===== src/rtl/mem_arb_pkg.sv =====
// Shared types and constants for the unified-memory port arbiter.
// Covers the FSM state encoding, the MEM-stage load result-source code and the default timeout.
package mem_arb_pkg;

    typedef enum logic [2:0] {
        IDLE,
        D_REQ,
        D_WAIT,
        I_REQ,
        I_WAIT
    } arb_state_t;

    localparam logic [1:0]  RESULT_SRC_LOAD = 2'b01;
    localparam int unsigned ARB_MAX_WAIT    = 255;

endpackage


===== src/rtl/arb_timeout_ctr.sv =====
// Saturating wait counter for the response phase of a bus transaction.
// It asserts 'expired' once MAX_WAIT cycles have been counted.
module arb_timeout_ctr
    import mem_arb_pkg::*;
#(
    parameter int unsigned MAX_WAIT = ARB_MAX_WAIT
) (
    input  logic clk,
    input  logic reset,
    input  logic clear,
    input  logic en,
    output logic expired
);

    localparam int unsigned CNT_W = $clog2(MAX_WAIT + 1);

    logic [CNT_W-1:0] cnt;

    always_ff @(posedge clk or posedge reset) begin
        if (reset) begin
            cnt <= '0;
        end else if (clear) begin
            cnt <= '0;
        end else if (en && (cnt != CNT_W'(MAX_WAIT))) begin
            cnt <= cnt + CNT_W'(1);
        end
    end

    assign expired = (cnt == CNT_W'(MAX_WAIT));

endmodule


===== src/rtl/mem_port_arbiter.sv =====
// Arbitrates one single-ported memory bus between IF fetches and MEM loads/stores.
// stall_pipe holds the pipeline until every access needed in this pipeline cycle has completed.
module mem_port_arbiter
    import mem_arb_pkg::*;
#(
    parameter int unsigned ADDR_W   = 32,
    parameter int unsigned DATA_W   = 32,
    parameter int unsigned MAX_WAIT = ARB_MAX_WAIT
) (
    input  logic              clk,
    input  logic              reset,
    input  logic              if_req,
    input  logic [ADDR_W-1:0] if_addr,
    input  logic              mem_req,
    input  logic              mem_we,
    input  logic [ADDR_W-1:0] mem_addr,
    input  logic [DATA_W-1:0] mem_wdata,
    output logic              bus_valid,
    input  logic              bus_ready,
    output logic              bus_we,
    output logic [ADDR_W-1:0] bus_addr,
    output logic [DATA_W-1:0] bus_wdata,
    input  logic              bus_rvalid,
    input  logic [DATA_W-1:0] bus_rdata,
    output logic [DATA_W-1:0] if_rdata,
    output logic [DATA_W-1:0] mem_rdata,
    output logic              stall_pipe,
    output logic              bus_err
);

    arb_state_t state;
    logic       if_served;
    logic       mem_served;
    logic       expired;
    logic       in_req;
    logic       in_wait;
    logic       accept;
    logic       done_now;
    logic       timeout_now;
    logic       if_done_now;
    logic       mem_done_now;

    // A response cycle completes on rvalid or, failing that, on counter expiry.
    assign in_req       = (state == D_REQ) || (state == I_REQ);
    assign in_wait      = (state == D_WAIT) || (state == I_WAIT);
    assign accept       = in_req && bus_ready;
    assign done_now     = in_wait && (bus_rvalid || expired);
    assign timeout_now  = in_wait && !bus_rvalid && expired;
    assign mem_done_now = mem_served || ((state == D_WAIT) && done_now);
    assign if_done_now  = if_served || ((state == I_WAIT) && done_now);
    assign stall_pipe   = (if_req && !if_done_now) || (mem_req && !mem_done_now);

    arb_timeout_ctr #(
        .MAX_WAIT (MAX_WAIT)
    ) u_timeout (
        .clk     (clk),
        .reset   (reset),
        .clear   (accept),
        .en      (in_wait),
        .expired (expired)
    );

    always_ff @(posedge clk or posedge reset) begin
        if (reset) begin
            state      <= IDLE;
            if_served  <= 1'b0;
            mem_served <= 1'b0;
            bus_valid  <= 1'b0;
            bus_we     <= 1'b0;
            bus_addr   <= '0;
            bus_wdata  <= '0;
            if_rdata   <= '0;
            mem_rdata  <= '0;
            bus_err    <= 1'b0;
        end else begin
            bus_err <= timeout_now;

            // Served flags live only while the pipeline is frozen on this cycle's requests.
            if (!stall_pipe) begin
                if_served  <= 1'b0;
                mem_served <= 1'b0;
            end else begin
                if ((state == D_WAIT) && done_now) mem_served <= 1'b1;
                if ((state == I_WAIT) && done_now) if_served  <= 1'b1;
            end

            case (state)
                IDLE: begin
                    // Data access belongs to the older instruction, so it goes first.
                    if (mem_req && !mem_served) begin
                        state     <= D_REQ;
                        bus_valid <= 1'b1;
                        bus_we    <= mem_we;
                        bus_addr  <= mem_addr;
                        bus_wdata <= mem_wdata;
                    end else if (if_req && !if_served) begin
                        state     <= I_REQ;
                        bus_valid <= 1'b1;
                        bus_we    <= 1'b0;
                        bus_addr  <= if_addr;
                        bus_wdata <= '0;
                    end
                end
                D_REQ: begin
                    if (bus_ready) begin
                        state     <= D_WAIT;
                        bus_valid <= 1'b0;
                    end
                end
                I_REQ: begin
                    if (bus_ready) begin
                        state     <= I_WAIT;
                        bus_valid <= 1'b0;
                    end
                end
                D_WAIT: begin
                    if (done_now) begin
                        state <= IDLE;
                        if (!bus_we) mem_rdata <= bus_rvalid ? bus_rdata : '0;
                    end
                end
                I_WAIT: begin
                    if (done_now) begin
                        state    <= IDLE;
                        if_rdata <= bus_rvalid ? bus_rdata : '0;
                    end
                end
                default: state <= IDLE;
            endcase
        end
    end

endmodule


===== config.mk =====
export PLATFORM = sky130hd
export DESIGN_NAME = mem_port_arbiter
export DESIGN_NICKNAME = d
export VERILOG_FILES = /design/src/rtl/mem_arb_pkg.sv /design/src/rtl/arb_timeout_ctr.sv /design/src/rtl/mem_port_arbiter.sv
export SDC_FILE = /design/constraint.sdc
export NUM_CORES = 1
export LEC_CHECK = 0
export ABC_AREA = 1
export CORE_MARGIN = 2
export CORE_UTILIZATION = 43
export CTS_CLUSTER_DIAMETER = 120
export DETAILED_ROUTE_END_ITERATION = 12
export PLACE_DENSITY = 0.89
export SETUP_SLACK_MARGIN = 0.02
export SLEW_MARGIN = 20
export SYNTH_ARGS = -nofsm -noshare
export SYNTH_HDL_FRONTEND = slang
export SYNTH_SLANG_ARGS = --single-unit

===== constraint.sdc =====
create_clock -name clk -period 6.1 [get_ports clk]
set_input_delay 1.22 -clock clk [delete_from_list [all_inputs] [get_ports clk]]
set_output_delay 1.22 -clock clk [all_outputs]
set_load 0.01 [all_outputs]

### After elaboration in Yosys (flattened, before gate mapping)

Cells that the tools add are included.

* register bits: 144
* input bits: 135
* output and inout port bits: 132
* word-level logic and storage cells: 82

* add/sub/neg operators: 1
* equality and inequality tests: 13
* muxes and demuxes: 23
* bitwise operators: 1
* reductions and logical operators: 33

Operators with widths (number)
* 32-bit 2-to-1 mux: 5
* 8-bit 2-to-1 mux: 2
* 3-bit 2-to-1 mux: 5
* 3-bit one-hot mux with 4 select lines: 1
* 1-bit logical AND: 11
* 1-bit 2-to-1 mux: 9
* 8-bit by 1-bit adder with 8-bit output, second input constant: 1
* 8-bit equality test, second input constant: 1
* 2-bit by 1-bit != test with 1-bit output, second input constant: 4
* 8-bit != test, second input constant: 1
* 3-bit by 2-bit equality test with 1-bit output, second input constant: 2
* 1-bit logical OR: 6
* 3-bit AND reduction: 2
* 2-bit nonzero test: 3
* 1-bit zero test: 5
* 2-bit != test, second input constant: 2
* 2-bit AND reduction: 2
* 4-bit AND reduction: 1
* 2-bit OR reduction: 2
* 3-bit by 1-bit equality test with 1-bit output, second input constant: 1
* 3-bit equality test, second input constant: 1
* 3-bit zero test: 1
* 3-bit != test, second input constant: 1
* 1-bit one-hot mux with 2 select lines: 1
* 1-bit NOT: 1

### Longest topological paths before layout

Gate-level depths: netlist of run 1.

* depth in word-level cells: 9
* gate-level depth with buffers: 10
* mapped depth without buffers: 9

### Cells and area by module

From an unflattened synthesis of run 1, not the netlist that was laid out.

* cells, all modules: 687
* area, all modules: 6183.4 µm²

By module, submodules not included
* mem_port_arbiter: times used 1, cells each 618, area an instance 5676.7 µm², seq. area each 3403.3 µm²
* arb_timeout_ctr: times used 1, cells each 69, area an instance 506.7 µm², seq. area each 200.2 µm²

### Worst setup path after synthesis of run 1

Ideal clock, no wire load.

* kind: input -> output
* start: input bus_rvalid
* end: output stall_pipe
* arrival time: 1997 ps
* data required time: 4880 ps
* slack: 2883 ps
* stages on the path: 7
* path buffers: 2
* path through: clkbuf_1 > inv_1 > nand2_8 > nand2_2 > buf_6 > nand3_1 > nand2_1

* longest elaborated chain between the ends: 7
* elaborated cells on any way between the ends: 11
* those cells by class: reduce/logical (11)

Ends and longest elaborated chain
* start, declared: RTL line mem_port_arbiter.sv:23 `input logic bus_rvalid,`
* 1-bit logical OR (*): RTL line mem_port_arbiter.sv:47 `assign done_now = in_wait && (bus_rvalid || expired);`
* 1-bit logical AND (*): RTL line mem_port_arbiter.sv:47
* 1-bit logical AND, on equally long branches: RTL line mem_port_arbiter.sv:50, mem_port_arbiter.sv:49
* 1-bit logical OR, on equally long branches: RTL line mem_port_arbiter.sv:50, mem_port_arbiter.sv:49
* 1-bit zero test: RTL line mem_port_arbiter.sv:51 `assign stall_pipe = (if_req && !if_done_now) || (mem_req && !mem_done_now);`
* 1-bit logical AND: RTL line mem_port_arbiter.sv:51
* 1-bit logical OR (*): RTL line mem_port_arbiter.sv:51
* end, declared: RTL line mem_port_arbiter.sv:27 `output logic stall_pipe,`

Every way passes the cells marked *; elsewhere a longest branch is shown, timed or not.

### Worst setup path in the final report of run 1

Same ends and word-level chain as after synthesis.

==> results of run 1 <==
[Yosys cell counts (3+ instances only)]
cell,count,share of area
nand2_2,22,0.021
inv_1,48,0.028
inv_2,3,0.0017
o21ai_0,3,0.0023
buf_6,6,0.010
nand2_1,254,0.15
nand3_1,43,0.033
nand4_1,36,0.035
dfrtp_1,144,0.55
o21ai_2,22,0.030
o31ai_1,32,0.037
clkbuf_1,24,0.014
o21ai_1,10,0.0077
buf_2,13,0.010
nor2_1,84,0.048
[path summary, 6_finish.rpt]
| check | startpoint | slack (ps) | cells after the start | to |
|---|---|---|---|---|
| max | bus_rvalid | 1610 | 8 | stall_pipe |
| min | mem_rdata[26]$_DFFE_PP0P_ | 470 | 2 | mem_rdata[26]$_DFFE_PP0P_ |
| max reg2reg | state[2]$_DFFE_PP0P_ | 3520 | 6 | mem_rdata[1]$_DFFE_PP0P_ |
| min reg2reg | mem_rdata[26]$_DFFE_PP0P_ | 470 | 2 | mem_rdata[26]$_DFFE_PP0P_ |
| max in group asynchronous | reset | 3580 | 3 | bus_wdata[20]$_DFFE_PP0P_ |
| min in group asynchronous | reset | 1360 | 2 | bus_addr[4]$_DFFE_PP0P_ |
[critical path, stage by stage]
cell,delay [ps]
clkdlybuf4s50_1,460
buf_4,340
inv_1,210
nand2_8,270
nand2_1,80
nand3_1,120
nand2_1,60
clkdlybuf4s50_1,490
[routing by layer]
metal	up-vias	GRT usage	part of all wire
met3	49	0.0565	0.059
li1	2935	-	-
met2	218	0.386	0.48
met4	0	0.123	0.037
met5	-	0	0
met1	2869	0.314	0.42
[power by group through the flow]
stage	Combinational (W)	Clock, W	Sequential, W
2_1_floorplan	0.000817	0	0.00184
3_3_place_gp	0.00209	0	0.00166
3_5_place_dp	0.00214	0	0.00167
4_1_cts	0.00215	0.00108	0.00167
5_1_grt	0.00233	0.00113	0.00172
6_report	0.00213	0.00106	0.00167
[logic make-up (layout without fill, tap and decap cells)]
kind of cell / Yosys count / in the layout / synth area share
compound gates: 70 / 70 / 0.0793
xor+xnor: 2 / 2 / 0.00269
fa+ha+maj: 1 / 1 / 0.00192
buf+inv: 99 / 355 / 0.0677
flops: 144 / 144 / 0.554
simple gates: 445 / 445 / 0.294
[layout make-up]
cell class	instances	share of cell area
Clock buffer	18	0.0448
Sequential cell	144	0.368
Tap cell	184	0.0235
Inverter	53	0.0208
Multi-Input combinational cell	518	0.252
Clock inverter	14	0.0167
Timing Repair Buffer	270	0.275
[per-stage QoR]
step,total power (W),setup slack [ps],hold WS (ps),instance area [um^2]
floorplan,0.00266,1010,477,6500
CTS,0.00490,1630,472,9800
global route,0.00518,1510,489,9800
finish,0.00486,1610,469,9800
detailed placement,0.00381,1650,457,9200
global placement,0.00375,1660,452,9200
[flip-flops by register name (all words and copies together), names as in the netlist]
name / flops
u_timeout.cnt: 8
bus_err: 1
if_rdata: 32
mem_served: 1
if_served: 1
state: 3
bus_wdata: 32
bus_we: 1
mem_rdata: 32
bus_addr: 32
bus_valid: 1
==> results.md, run 1 <==
- Run status: finished, final reports clean
- Crit share post-route: 0.737
- Initial Utilization: 0.444
- Core Util, Final: 0.670
- GRT Total Usage: 0.243
- Fillers: 1,141
- Synth Warn #: 0
- Multi-input logic area: 0.00247 mm^2
- Starting DRT DRC Count: 497
- Vias in the first global route: 6,022
- Clock Skews: 10.1 ps
- Final hold vios: 0
- Sequential share of power: 0.344
- Clk_lat worst skew: 420 ps
- Clock sinks: 144
- Hpwl dp: 12,900 um
- Mapped Nets: 897
- Proportion of power drawn by the clock network: 0.218
- Worst Setup End Kind: output port
- Reg clk slew, reported paths: 60 ps
- Slew Limit Fails: 0
- Number of antenna repair diodes: 0
- Via density: 5.05
- Post-route minimum period: 4490 ps
- Syn Inst Count: 761
- Most common cell after layout, fill and taps aside: clkdlybuf4s50_1
- Max Fclk: 223 MHz
- Die ar.: 0.0161 mm^2
- IO Pins: 267
- Sequential element share of the synthesized area: 0.554
- Critical Path Start Type: primary input
- Drt total wl: 19,100 um
- Min-delay worst type: reg -> reg
- Reg area: 0.00360 mm^2
- Cts hold-fix bufs: 0
- Crit-path max FO: 37
- Wire per inst: 15.9 um
- Initial antenna violation count: 0
- Grt total ovfl: 0
- Post-route antenna net violation count: 0
- P_leak: 4.77 nW
- Synth async-reset ratio: 1.00
- Sw Ratio: 0.361
- Via count: 6,071
- RSZ-0062 raised after global routing: false
- Setup tns final: 0 ps
- CTS tree: built
- Max rail drop VDD: 0.222 mV
- Fin cells: 1,201
- Register bit count reported by yosys: 144
- Most frequent cells in the layout: clkdlybuf4s50_1, nand2_1, dfrtp_1
- CTS Root Cell: clkbuf_16
- Die W: 127 um
- Core area: 0.0146 mm^2
- CP Data Arrival Time: 3270 ps
- Switching pwr: 0.00175 W
- Clk buf depth: 2
- Relative slew slack: 0.302
- Combinational power share: 0.438
- I/O Buffers: 266
- Row count: 44
- Top FF cell, synth: dfrtp_1
- P&R area growth vs syn: 50.8%
- DRC viols: 0
- Pwr dens: 496 mW/mm^2
- Int Power: 0.00311 W
- Postcts setup bufs: 0
- Placed Cells: 1,169
- Nets: 1,140
- Final setup violation count: 0
- Worst-margin pin slew: 1040 ps
- Layout cell share with drive strength beyond 1: 0.0895
- RePlAce Congestion: 0.815
- Post-CTS resize count: 0
- Avg Inst Size Synth: 8.54 um^2
- Number of CTS-inserted buffers: 17
- Largest net degree at the start of global routing: 105
- Chip Height: 127 um
- Drt pass-1 iters: 5
- Post-synth EDFFs: 0
- Netlist cell types: 28
- First-pass GRT wire length: 31,000 um
- Mapped Area: 0.00650 mm^2
- Worst EP required: 4880 ps
- Max cap viols: 0
- H-tree levels: 4
- Kind of critical path: in -> out
(Power assumes the default switching activity.)
==> run 2: changes to the inputs <==
==> constraint.sdc (replaced) <==
create_clock -name clk -period 4.65 [get_ports clk]
set_input_delay 0.93 -clock clk [delete_from_list [all_inputs] [get_ports clk]]
set_output_delay 0.93 -clock clk [all_outputs]
set_load 0.01 [all_outputs]
==> run 2 against run 1 <==
Cell area grew 1.1%. Largest cell class unchanged. Non-clock buffer count grew 1. Largest power group unchanged. Clock power rose by 49%. Wire length increased by 0.29%. Sequential power is 31% higher. Final cell count hardly changed. Flip-flop and latch count unchanged. Clock skew barely moved. Critical path type is now reg -> out. Sequential share of layout area decreased by 0.39 points. Register-to-register slack worse by 1500 ps.
==> results.md, run 2 (same netlist as run 1, synthesis figures left out) <==
- DRC viols: 0 (unchanged)
- Relative slew slack: 0.287 (-0.0159)
- R2R depth: 6 (unchanged)
- RePlAce Congestion: 0.858 (+5.4%)
- Layout cell share with drive strength beyond 1: 0.0864 (-0.00303)
- Reg clk slew, reported paths: 60 ps (about the same)
- GRT Total Usage: 0.236 (-0.00662)
- Worst Setup End Kind: output port
- Starting DRT DRC Count: 430 (-13%)
- First-pass GRT wire length: 30,200 um (-2.6%)
- Drt total wl: 19,200 um (+0.29%)
- Drt pass-1 iters: 5 (unchanged)
- Vias in the first global route: 5,999 (-0.38%)
- Clk_lat worst skew: 420 ps (about the same)
- Die ar.: 0.0161 mm^2 (unchanged)
- Core area: 0.0146 mm^2 (unchanged)
- IO Pins: 267 (unchanged)
- Critical Path Start Type: flop
- Clock Skews: 10.4 ps (+0.320 ps)
- Cts hold-fix bufs: 0 (unchanged)
- Via density: 5.15 (+1.8%)
- Slew Limit Fails: 0 (unchanged)
- Crit-path max FO: 35 (-5.4%)
- Hpwl dp: 13,300 um (+2.9%)
- Clk buf depth: 2 (unchanged)
- Final setup violation count: 0 (unchanged)
- Max rail drop VDD: 0.353 mV (+59%)
- Initial Utilization: 0.444 (unchanged)
- Postcts setup bufs: 0 (unchanged)
- Worst EP required: 3720 ps (-1160 ps)
- Kind of critical path: reg -> out
- Grt total ovfl: 0 (unchanged)
- Worst-margin pin slew: 1060 ps (+23.7 ps)
- Largest net degree at the start of global routing: 99 (-5.7%)
- CTS Root Cell: clkbuf_16
- GRT met1 Usage: 0.296 (-0.0180)
- RSZ-0062 raised after global routing: false
- Design Area, Final: 0.00991 mm^2 (+1.1%)
- CTS tree: built
- Int Power: 0.00429 W (+38%)
- H-tree levels: 4 (unchanged)
- GR met2 Demand/Resource: 0.387 (+0.00158)
- P_leak: 4.81 nW (+0.90%)
- Sequential share of power: 0.334 (-0.010)
- Crit share post-route: 0.811
- Placed Cells: 1,170 (+0.086%)
- Max Fclk: 265 MHz
- Die W: 127 um (unchanged)
- Combinational power share: 0.426 (-0.012)
- Proportion of power drawn by the clock network: 0.240 (+0.022)
- RR Startpoint: state[2]$_DFFE_PP0P_
- Placed inst area: 0.00922 mm^2 (+0.20%)
- Run status: finished, final reports clean
- Fillers: 1,073 (-6.0%)
- Most frequent cells in the layout: clkdlybuf4s50_1, nand2_1, dfrtp_1
- CP Data Arrival Time: 2840 ps (-430 ps)
- Worst-case hold slack: 472 ps (+3.05 ps)
- Post-route antenna net violation count: 0 (unchanged)
- P&R area growth vs syn: 52.4%
- Total Power: 0.00657 W (+35%)
- Post-CTS resize count: 0 (unchanged)
- Switching pwr: 0.00228 W (+30%)
- Pwr dens: 663 mW/mm^2 (+34%)
- Min-delay worst type: reg -> reg
- Post-route minimum period: 3770 ps
- Hold Path Cell Cnt: 2 (unchanged)
- Worst reg2reg endpoint: mem_rdata[8]$_DFFE_PP0P_
- Fin cells: 1,202 (+0.083%)
- Flop2flop setup slack: 2020 ps (-1500 ps)
- Initial antenna violation count: 1 (+1)
- Nets: 1,141 (+0.088%)
- Sw Ratio: 0.347 (-0.0140)
- Hold Path Sink: mem_rdata[14]$_DFFE_PP0P_
- Number of antenna repair diodes: 0 (unchanged)
- I/O Buffers: 266 (unchanged)
- Final hold vios: 0 (unchanged)
- Row count: 44 (unchanged)
- Number of CTS-inserted buffers: 17 (unchanged)
- Max cap viols: 0 (unchanged)
- Clock sinks: 144 (unchanged)
- Setup tns final: 0 ps (unchanged)
- Wire per inst: 16.0 um (+0.20%)
- Grt met3 use: 0.0699 (+0.0134)
- Start point of the worst hold path: mem_rdata[14]$_DFFE_PP0P_
- Chip Height: 127 um (unchanged)
- Via count: 6,187 (+1.9%)
- Gr busiest metal: met2
- Most common cell after layout, fill and taps aside: clkdlybuf4s50_1
-- run 2: worst max-delay path, stage by stage, from the launching register on --
cell	delay, ps
dfrtp_1	410
nor2_1	60
nand2_1	80
clkinv_1	800
nand2_1	290
nand3_1	120
nand2_1	110
clkdlybuf4s50_1	550
-- run 2: how the worst max path moves through the flow --
stage	start	depth (start not counted)	slack (ps)	end
floorplan	reset	1	1910	bus_addr[0]$_DFFE_PP0P_
global placement	bus_rvalid	7	1110	stall_pipe
detailed placement	bus_rvalid	7	1080	stall_pipe
CTS	state[2]$_DFFE_PP0P_	7	890	stall_pipe
global route	state[2]$_DFFE_PP0P_	7	620	stall_pipe
finish	state[2]$_DFFE_PP0P_	7	880	stall_pipe
-- run 2: through the flow --
step / utilization / worst slack [ps]
finish: 0.677 / 879
global route: 0.677 / 622
CTS: 0.677 / 893
detailed placement: 0.630 / 1080
global placement: 0.630 / 1110
floorplan: - / 1910
-- run 2: area by class of cell --
cell class              count  area [um^2]  share of cell area
multi-input cells         518         2470               0.249
clock inverters             8          196              0.0198
inverters                  53          203              0.0205
flip-flops and latches    144         3600               0.364
clock buffers              24          492              0.0496
repair buffers            271         2710               0.274
well taps                 184          230              0.0232
-- run 2: power by group through the flow --
stage | clock network [W] | registers [W] | logic [W]
3_5_place_dp | 0 | 0.00220 | 0.00281
6_report | 0.00158 | 0.00219 | 0.00280
4_1_cts | 0.00160 | 0.00219 | 0.00282
2_1_floorplan | 0 | 0.00242 | 0.00107
5_1_grt | 0.00166 | 0.00226 | 0.00304
3_3_place_gp | 0 | 0.00218 | 0.00274
-- run 2: per-layer routing --
layer | vias up | share of wire
met5 | - | 0.00063
met4 | 2 | 0.034
met3 | 45 | 0.068
met2 | 237 | 0.50
met1 | 2970 | 0.40
li1 | 2933 | -
==> run 3: changes to the inputs <==
==> constraint.sdc (replaced) <==
create_clock -name clk -period 3.7 [get_ports clk]
set_input_delay 0.74 -clock clk [delete_from_list [all_inputs] [get_ports clk]]
set_output_delay 0.74 -clock clk [all_outputs]
set_load 0.01 [all_outputs]
==> run 3 against run 2 <==
Count of clock-buffer cells in the layout down 5. First-iteration DRC count up 16%. Final cell count up 0.50%. Critical endpoint unchanged. Largest cell class unchanged. Power up 23%. Critical path type is now in -> out. Critical path depth unchanged. Non-clock buffer count up 6. Combinational power up 28%. Largest power group unchanged. Cell area down 0.19%. Register-to-register slack worse by 560 ps.
==> results.md, run 3 (same netlist as run 1, synthesis figures left out) <==
- Critical Path Start Type: primary input
- Starting DRT DRC Count: 498 (+16%)
- Clk_lat worst skew: 420 ps (about the same)
- Number of CTS-inserted buffers: 17 (unchanged)
- Most common cell after layout, fill and taps aside: clkdlybuf4s50_1
- Final setup violation count: 0 (unchanged)
- Sw Ratio: 0.361 (+0.0139)
- Run status: finished, final reports clean
- Row count: 44 (unchanged)
- Combinational power share: 0.442 (+0.016)
- Number of antenna repair diodes: 0 (unchanged)
- Post-route minimum period: 3210 ps
- Via count: 6,186 (-0.016%)
- Int Power: 0.00518 W (+21%)
- Reg clk slew, reported paths: 60 ps (about the same)
- Clock sinks: 144 (unchanged)
- Crit share post-route: 0.866
- Post-CTS resize count: 0 (unchanged)
- GRT Total Usage: 0.247 (+0.0109)
- Cts hold-fix bufs: 0 (unchanged)
- Sequential share of power: 0.339 (+0.005)
- Core Util, Final: 0.675 (-0.00128)
- RSZ-0062 raised after global routing: false
- Most frequent cells in the layout: clkdlybuf4s50_1, nand2_1, dfrtp_1
- Clk buf depth: 2 (unchanged)
- Postcts setup bufs: 0 (unchanged)
- Switching pwr: 0.00292 W (+28%)
- CTS Root Cell: clkbuf_16
- Worst Setup End Kind: output port
- Post-route antenna net violation count: 0 (unchanged)
- Multi-input logic area: 0.00247 mm^2 (unchanged)
- Post-Place Setup Slack: 542 ps (-533 ps)
- CTS tree: built
- Relative slew slack: 0.426 (+0.139)
- Vias in the first global route: 6,355 (+5.9%)
- Initial antenna violation count: 1 (unchanged)
- H-tree levels: 4 (unchanged)
- Design Area, Final: 0.00989 mm^2 (-0.19%)
- Chip Height: 127 um (unchanged)
- Setup tns final: 0 ps (unchanged)
- IO Pins: 267 (unchanged)
- Core area: 0.0146 mm^2 (unchanged)
- Hpwl dp: 13,300 um (+0.12%)
- CP Data Arrival Time: 2470 ps (-370 ps)
- Clock Skews: 18.2 ps (+7.82 ps)
- Largest net degree at the start of global routing: 132 (+33%)
- Drt pass-1 iters: 5 (unchanged)
- Wire per inst: 16.1 um (+0.81%)
- First-pass GRT wire length: 31,600 um (+4.6%)
- Final hold vios: 0 (unchanged)
- P&R area growth vs syn: 52.1%
- Max cap viols: 0 (unchanged)
- Initial Utilization: 0.444 (unchanged)
- Die W: 127 um (unchanged)
- Slew Limit Fails: 0 (unchanged)
- Die ar.: 0.0161 mm^2 (unchanged)
- I/O Buffers: 266 (unchanged)
- Drt total wl: 19,400 um (+1.3%)
- P_leak: 4.81 nW (about the same)
- Grt total ovfl: 0 (unchanged)
- Kind of critical path: in -> out
- RePlAce Congestion: 0.838 (-2.4%)
- Via density: 5.12 (-0.51%)
- Layout cell share with drive strength beyond 1: 0.0947 (+0.00828)
- Worst EP required: 2960 ps (-760 ps)
- DRC viols: 0 (unchanged)
- Crit-path max FO: 37 (+5.7%)
- Max Fclk: 312 MHz
- Setup ws final: 495 ps (-384 ps)
- Pwr dens: 820 mW/mm^2 (+24%)
- Reg area: 0.00360 mm^2 (unchanged)
- Fillers: 1,145 (+6.7%)
- Min-delay worst type: reg -> reg
- Placed inst area: 0.00928 mm^2 (+0.62%)
- Max rail drop VDD: 0.413 mV (+17%)
- Nets: 1,147 (+0.53%)
- Proportion of power drawn by the clock network: 0.219 (-0.021)
- Worst-margin pin slew: 861 ps (-202 ps)
[run 3: critical path, stage by stage]
cell and delay (ps):
clkdlybuf4s50_1 450, inv_1 210, nand2_8 200, nand2_1 120
nand3_1 100, nand2_1 80, clkdlybuf4s50_1 560
[run 3: per-layer routing]
metal / share of wire / up-vias / track usage / wire [um]
li1: - / 2955 / - / -
met1: 0.42 / 2918 / 0.304 / 8080
met2: 0.48 / 248 / 0.409 / 9410
met3: 0.060 / 63 / 0.0582 / 1170
met4: 0.040 / 2 / 0.128 / 774
met5: 0.00067 / - / 0 / 13
[run 3: path summary, 6_finish.rpt]
| path | from | end | slack (ps) | cells past startpoint |
|---|---|---|---|---|
| max | bus_rvalid | stall_pipe | 490 | 7 |
| min | bus_wdata[2]$_DFFE_PP0P_ | bus_wdata[2]$_DFFE_PP0P_ | 470 | 2 |
| max reg2reg | u_timeout.cnt[0]$_DFFE_PP0P_ | if_rdata[31]$_DFFE_PP0P_ | 1460 | 9 |
| min reg2reg | bus_wdata[2]$_DFFE_PP0P_ | bus_wdata[2]$_DFFE_PP0P_ | 470 | 2 |
| max in group asynchronous | reset | bus_wdata[17]$_DFFE_PP0P_ | 2050 | 3 |
| min in group asynchronous | reset | bus_addr[7]$_DFFE_PP0P_ | 640 | 2 |
[run 3: power groups by stage]
stage	Sequential (W)	Combinational, W	Clock, W
2_1_floorplan	0.00304	0.00135	0
3_3_place_gp	0.00274	0.00350	0
3_5_place_dp	0.00276	0.00358	0
4_1_cts	0.00275	0.00361	0.00181
5_1_grt	0.00284	0.00388	0.00189
6_report	0.00275	0.00358	0.00178
[run 3: through the flow]
step | hold WS (ps) | instances | total power, W
finish | 468 | 1208 | 0.00811
global route | 492 | 1208 | 0.00861
CTS | 472 | 1208 | 0.00817
detailed placement | 457 | 1176 | 0.00634
global placement | 452 | 1176 | 0.00624
floorplan | 477 | 761 | 0.00439
[run 3: layout make-up]
class                   instances  share of cell area
flip-flops and latches        144               0.364
repair buffers                277               0.280
multi-input cells             518               0.250
clock buffers                  19              0.0458
well taps                     184              0.0233
inverters                      53              0.0205
clock inverters                13              0.0161
